`config.mk`:
```
export PLATFORM = sky130hd
export DESIGN_NAME = pipeline_ctrl
export DESIGN_NICKNAME = d
export VERILOG_FILES = /design/src/rtl/pipeline_ctrl.sv
export SDC_FILE = /design/constraint.sdc
export NUM_CORES = 1
export LEC_CHECK = 0
export BUFFER_PORTS_ARGS = -buffer_cell sky130_fd_sc_hd__buf_4
export CELL_PAD_IN_SITES_DETAIL_PLACEMENT = 1
export CELL_PAD_IN_SITES_GLOBAL_PLACEMENT = 1
export CORE_ASPECT_RATIO = 0.8
export CORE_MARGIN = 3
export CORE_UTILIZATION = 37
export DETAILED_ROUTE_END_ITERATION = 10
export GPL_TIMING_DRIVEN = 0
export PLACE_DENSITY = 0.83
export SETUP_SLACK_MARGIN = 0.1
export SYNTH_ARGS = -nofsm -noshare
export SYNTH_HDL_FRONTEND = slang
export SYNTH_SLANG_ARGS = --single-unit
export TNS_END_PERCENT = 10
```
`constraint.sdc`:
```
create_clock -name i_clock -period 1.95 [get_ports i_clock]
set_clock_uncertainty 0.1 [all_clocks]
set_input_delay 0.195 -clock i_clock [delete_from_list [all_inputs] [get_ports i_clock]]
set_output_delay 0.195 -clock i_clock [all_outputs]
set_load 0.02 [all_outputs]
```
`src/rtl/pipeline_ctrl.sv`:
```
// Pipeline sequencer: turns hazard, redirect, memory-wait and debug run/step
// inputs into per-stage enables/flushes, drains after HALT, keeps counters.
module pipeline_ctrl #(
    parameter int NB_CNT       = 32,
    parameter int NB_DRAIN     = 2,
    parameter int DRAIN_CYCLES = 3
) (
    input  logic              i_clock,
    input  logic              i_reset,
    input  logic              i_enable,
    input  logic              i_step,
    input  logic              i_hazard,
    input  logic              i_branch_taken,
    input  logic              i_jump,
    input  logic              i_halt_instr,
    input  logic              i_mem_busy,
    output logic              o_pc_we,
    output logic              o_if_id_we,
    output logic              o_if_id_flush,
    output logic              o_id_ex_flush,
    output logic              o_pipe_en,
    output logic              o_halted,
    output logic [NB_CNT-1:0] o_cycle_count,
    output logic [NB_CNT-1:0] o_stall_count
);

    // state  | meaning
    // IDLE   | debug unit holds pipeline, all controls low
    // RUN    | free-running active cycles while i_enable is high
    // STEP   | exactly one active cycle, then back to IDLE
    // DRAIN  | HALT left ID, retiring older instructions through WB
    // HALTED | drained, sticky until reset
    typedef enum logic [2:0] {
        ST_IDLE,
        ST_RUN,
        ST_STEP,
        ST_DRAIN,
        ST_HALTED
    } state_t;

    localparam logic [NB_DRAIN-1:0] DRAIN_LOAD = NB_DRAIN'(DRAIN_CYCLES);
    localparam logic [NB_DRAIN-1:0] DRAIN_ONE  = NB_DRAIN'(1);
    localparam logic [NB_CNT-1:0]   CNT_ONE    = NB_CNT'(1);

    state_t              state_q, state_d;
    logic [NB_DRAIN-1:0] drain_q, drain_d;
    logic [NB_CNT-1:0]   cycle_q, cycle_d;
    logic [NB_CNT-1:0]   stall_q, stall_d;
    logic                halted_q, halted_d;

    always_comb begin
        state_d       = state_q;
        drain_d       = drain_q;
        cycle_d       = cycle_q;
        stall_d       = stall_q;
        halted_d      = halted_q;
        o_pc_we       = 1'b0;
        o_if_id_we    = 1'b0;
        o_if_id_flush = 1'b0;
        o_id_ex_flush = 1'b0;
        o_pipe_en     = 1'b0;

        case (state_q)
            ST_IDLE: begin
                if (i_enable) begin
                    state_d = ST_RUN;
                end else if (i_step) begin
                    state_d = ST_STEP;
                end
            end

            ST_RUN, ST_STEP: begin
                if (state_q == ST_STEP || !i_enable) begin
                    state_d = ST_IDLE;
                end
                if (i_mem_busy) begin
                    stall_d = stall_q + CNT_ONE;
                end else begin
                    cycle_d   = cycle_q + CNT_ONE;
                    o_pipe_en = 1'b1;
                    // A load-use bubble masks redirects and HALT: operands not ready yet.
                    if (i_hazard) begin
                        o_id_ex_flush = 1'b1;
                        stall_d       = stall_q + CNT_ONE;
                    end else if (i_halt_instr) begin
                        o_if_id_flush = 1'b1;
                        drain_d       = DRAIN_LOAD;
                        state_d       = ST_DRAIN;
                    end else begin
                        o_pc_we       = 1'b1;
                        o_if_id_we    = 1'b1;
                        o_if_id_flush = i_branch_taken | i_jump;
                    end
                end
            end

            ST_DRAIN: begin
                o_if_id_flush = 1'b1;
                o_id_ex_flush = 1'b1;
                o_pipe_en     = ~i_mem_busy;
                if (!i_mem_busy) begin
                    drain_d = drain_q - DRAIN_ONE;
                    if (drain_q == DRAIN_ONE) begin
                        state_d  = ST_HALTED;
                        halted_d = 1'b1;
                    end
                end
            end

            ST_HALTED: begin
                state_d = ST_HALTED;
            end

            default: begin
                state_d = ST_IDLE;
            end
        endcase
    end

    always_ff @(posedge i_clock or posedge i_reset) begin
        if (i_reset) begin
            state_q  <= ST_IDLE;
            drain_q  <= '0;
            cycle_q  <= '0;
            stall_q  <= '0;
            halted_q <= 1'b0;
        end else begin
            state_q  <= state_d;
            drain_q  <= drain_d;
            cycle_q  <= cycle_d;
            stall_q  <= stall_d;
            halted_q <= halted_d;
        end
    end

    assign o_halted      = halted_q;
    assign o_cycle_count = cycle_q;
    assign o_stall_count = stall_q;

endmodule

```
==> results.py <==
metrics = {
    "yosys": {
        "syn-num-nets": 303,
        "synth_seq_cells": 70,
        "synth.largest_area_cell": "sky130_fd_sc_hd__dfrtp_1",
        "yosys-top-cells-area": "sky130_fd_sc_hd__dfrtp_1, sky130_fd_sc_hd__xnor2_1, sky130_fd_sc_hd__xor2_1",
        "avgSynthCellArea_um2": 11.0,
        "post_synth_fa_ha_maj_area_fraction": 0.0117,
        "syn-cell-area_um2": 3200,
        "synth-edff-count": 0,
        "area_share_of_the_largest_cell_type_after_synthesis": 0.548,
        "yosysWarnings": 0,
        "synth_mux_area_frac": 0.00705,
        "syn-instance-count": 291,
        "synth_seq_area_share": 0.548,
        "synth_area_in_simple_gates": 0.222,
        "asyncSetResetFlopFracSynth": 1.00,
        "combinational_family_with_the_most_area_after_synthesis": "simple AND/OR/NAND/NOR gates",
        "synth_top_cells_by_count": "sky130_fd_sc_hd__dfrtp_1, sky130_fd_sc_hd__xnor2_1, sky130_fd_sc_hd__nand2_1",
        "synth_flop_cell": "sky130_fd_sc_hd__dfrtp_1",
        "post_synth_xor_area_fraction": 0.175,
        "synth_most_common_cell": "sky130_fd_sc_hd__dfrtp_1",
        "number_of_different_library_cells_in_the_post_synthesis_netlist": 30,
        "synth_compound_area_frac": 0.0219,
    },
    "die": {
        "placeableCoreArea_um2": 8160,
        "fp.dieH_um": 89.1,
        "rows": 29,
        "num_io_pins": 79,
        "die_x_um": 110,
        "fp.dieArea_um2": 9790,
        "start_util": 0.391,
    },
    "sta": {
        "finalHoldWorstSlack_ns": 0.0775,
        "worst_slew_margin_rel": 0.472,
        "setup_slack_ns": -0.164,
        "clock.fmax_mhz": 473,
        "period_needed_ns": 2.11,
        "worst-slew-pin-transition_ns": 0.790,
        "timing.final.hold_violations": 0,
        "timing.final.setup_violations": 13,
        "min_period_over_period": 1.08,
        "number_of_slew_limit_violations_in_the_final_report": 0,
        "rsz0062_at_grt": "true",
    },
    "worst_setup_path": {
        "critical_path_arrival_ns": 2.23,
        "timing.critical_path.from_type": "flop",
        "r2r_cells": 7,
        "worst-path-max-fanout": 4,
        "cp-end-kind": "flop",
        "worstPathRequired_ns": 2.06,
        "worstSetupPathType": "reg -> reg",
    },
    "power_and_ir_drop": {
        "p_total_mw": 4.34,
        "power-per-cell-area_nw_per_um2": 980,
        "max-vdd-ir-drop_mv": 0.789,
        "leakagePower_nw": 2.11,
    },
    "cells_and_area": {
        "number_of_nets_in_the_layout": 413,
        "total_inserted_antenna_cells": 0,
        "layout-drive-gt1-share": 0.380,
        "area_delta_synth_final_pct": 38.6,
    },
    "clock_tree": {
        "cts_htree_levels": 3,
        "cts_max_path_buffers": 2,
        "clock_sinks": 70,
        "clock_tree_from_tritoncts": "built",
        "clk_root_buffer_cell": "sky130_fd_sc_hd__clkbuf_8",
        "clk_pin_slew_worst_paths_ns": 0.07,
        "worstSkewPairLatency_ns": 0.33,
        "cts_buffers": 9,
    },
    "global_routing": {
        "groute.usage.overall": 0.177,
        "via_count_of_the_first_global_routing_pass": 2697,
        "grt_first_pass_wirelength_um": 13600,
        "largest_net_degree_at_the_start_of_global_routing": 37,
        "gr-total-overflow": 0,
        "antenna_found_initial": 0,
    },
    "run": {
        "maxCapViolCount": 0,
    },
    "run_status": {
        "failed_checks": "setup timing",
        "outcome": "finished, violations left",
    },
    "route": {
        "post_drt_wl_per_cell_um": 16.1,
        "vias": 2569,
        "remaining_drc_errors": 0,
        "drt_iter0_markers": 80,
        "avgViaCountPerCell": 5.01,
        "total_length_of_routed_wires_um": 8270,
        "ant_nets": 0,
        "drtPass1Iterations": 4,
    },
    "worst_hold_path": {
        "worstHoldPathCells": 3,
        "min_path_type": "in -> reg",
    },
    "placed_design": {
        "post-dp-hpwl_um": 5750,
        "routability_congestion": 0.808,
        "placement.io_buffers": 78,
    },
}
[worst paths after layout]
| path | startpoint | slack [ns] | end |
|---|---|---|---|
| setup / recovery | state_q[1] | -0.16 | o_stall_count[26] |
| hold / removal | i_enable | 0.08 | state_q[0] |
| setup reg to reg | state_q[1] | -0.16 | o_stall_count[26] |
| hold reg to reg | o_halted | 0.37 | o_halted |
| max in group asynchronous | i_reset | 0.62 | o_stall_count[9] |
| min in group asynchronous | i_reset | 0.47 | o_stall_count[25] |
[per-stage QoR]
stage / setup slack (ns) / area (µm²) / utilization / TNS [ns] / instances
floorplan: -0.0875 / 3210 / - / -0.156 / 291
global placement: -0.371 / 3930 / 0.482 / -5.15 / 477
detailed placement: -0.403 / 3950 / 0.484 / -6.68 / 478
CTS: -0.217 / 4350 / 0.533 / -2.80 / 508
global route: -0.239 / 4430 / 0.543 / -3.53 / 513
finish: -0.164 / 4430 / 0.543 / -1.21 / 513
[report_power, final]
group	switching [mW]	total, mW	internal, mW	leakage, nW
Clock	0.504	0.992	0.488	0.0833
Combinational	0.795	1.51	0.718	1.10
Sequential	0.205	1.84	1.63	0.927
[cell type report]
class / instances / area (µm²)
tap: 108 / 135
inverter: 6 / 26.3
clock inverter: 2 / 10.0
clock buffer: 13 / 149
sequential: 70 / 1760
fill: 915 / 3730
timing repair buffer: 99 / 769
multi-input combinational: 211 / 1550
buffer: 4 / 31.3
[what timing repair did]
item	CTS	global route
endpoints found under the setup margin	48	53
buffers inserted	14	5
gates resized for setup	29	14
gates cloned	0	0
hold endpoints to repair	34	0
pin swaps	26	13
hold buffers	1	0
[logic make-up after synthesis]
group / after synthesis
AOI/OAI and AO/OA: 12
buffers and inverters: 10
adders and majority gates: 3
xor gates and xnor gates: 64
muxes: 2
DFF: 70
and+or+nand+nor: 130
[critical path, cell delays in order (launching register included)]
cell                      delay [ns]
sky130_fd_sc_hd__dfrtp_2        0.45
sky130_fd_sc_hd__xnor2_4        0.15
sky130_fd_sc_hd__or4b_4         0.54
sky130_fd_sc_hd__buf_6          0.14
sky130_fd_sc_hd__buf_6          0.13
sky130_fd_sc_hd__nor3_4         0.20
sky130_fd_sc_hd__nand4_1        0.14
sky130_fd_sc_hd__xnor2_1        0.15
[sequential cells by signal, summed over array words and instances, names as in the netlist]
name	flops
o_cycle_count	32
o_halted	1
drain_q	2
o_stall_count	32
state_q	3
[placed cells by master, fill, tap and decap left out, drive strengths merged]
master,instances
or2,2
and3,6
nand4,20
nor4,3
buf,101
xor2,16
or4,1
dlygate4sd3,1
nand2,34
o21ai,2
nor4b,1
a21oi,7
nor3,11
clkinv,2
and4,4
a21o,1
o311ai,1
dfrtp,70
nor4bb,1
nand3,19
xnor2,48
nand2b,2
nor2,24
clkinvlp,1
inv,5
ha,3
clkbuf,14
or4b,2
mux2,2
a22o,1
[layer usage]
metal  up-vias  GRT usage  routed length, µm
li1       1219          -                  -
met1      1298      0.236               3720
met2        50      0.296               4210
met3         2     0.0390                301
met4         0     0.0408                 42
met5         -          0                  0
No activity file was read; power rests on OpenSTA's default activity.
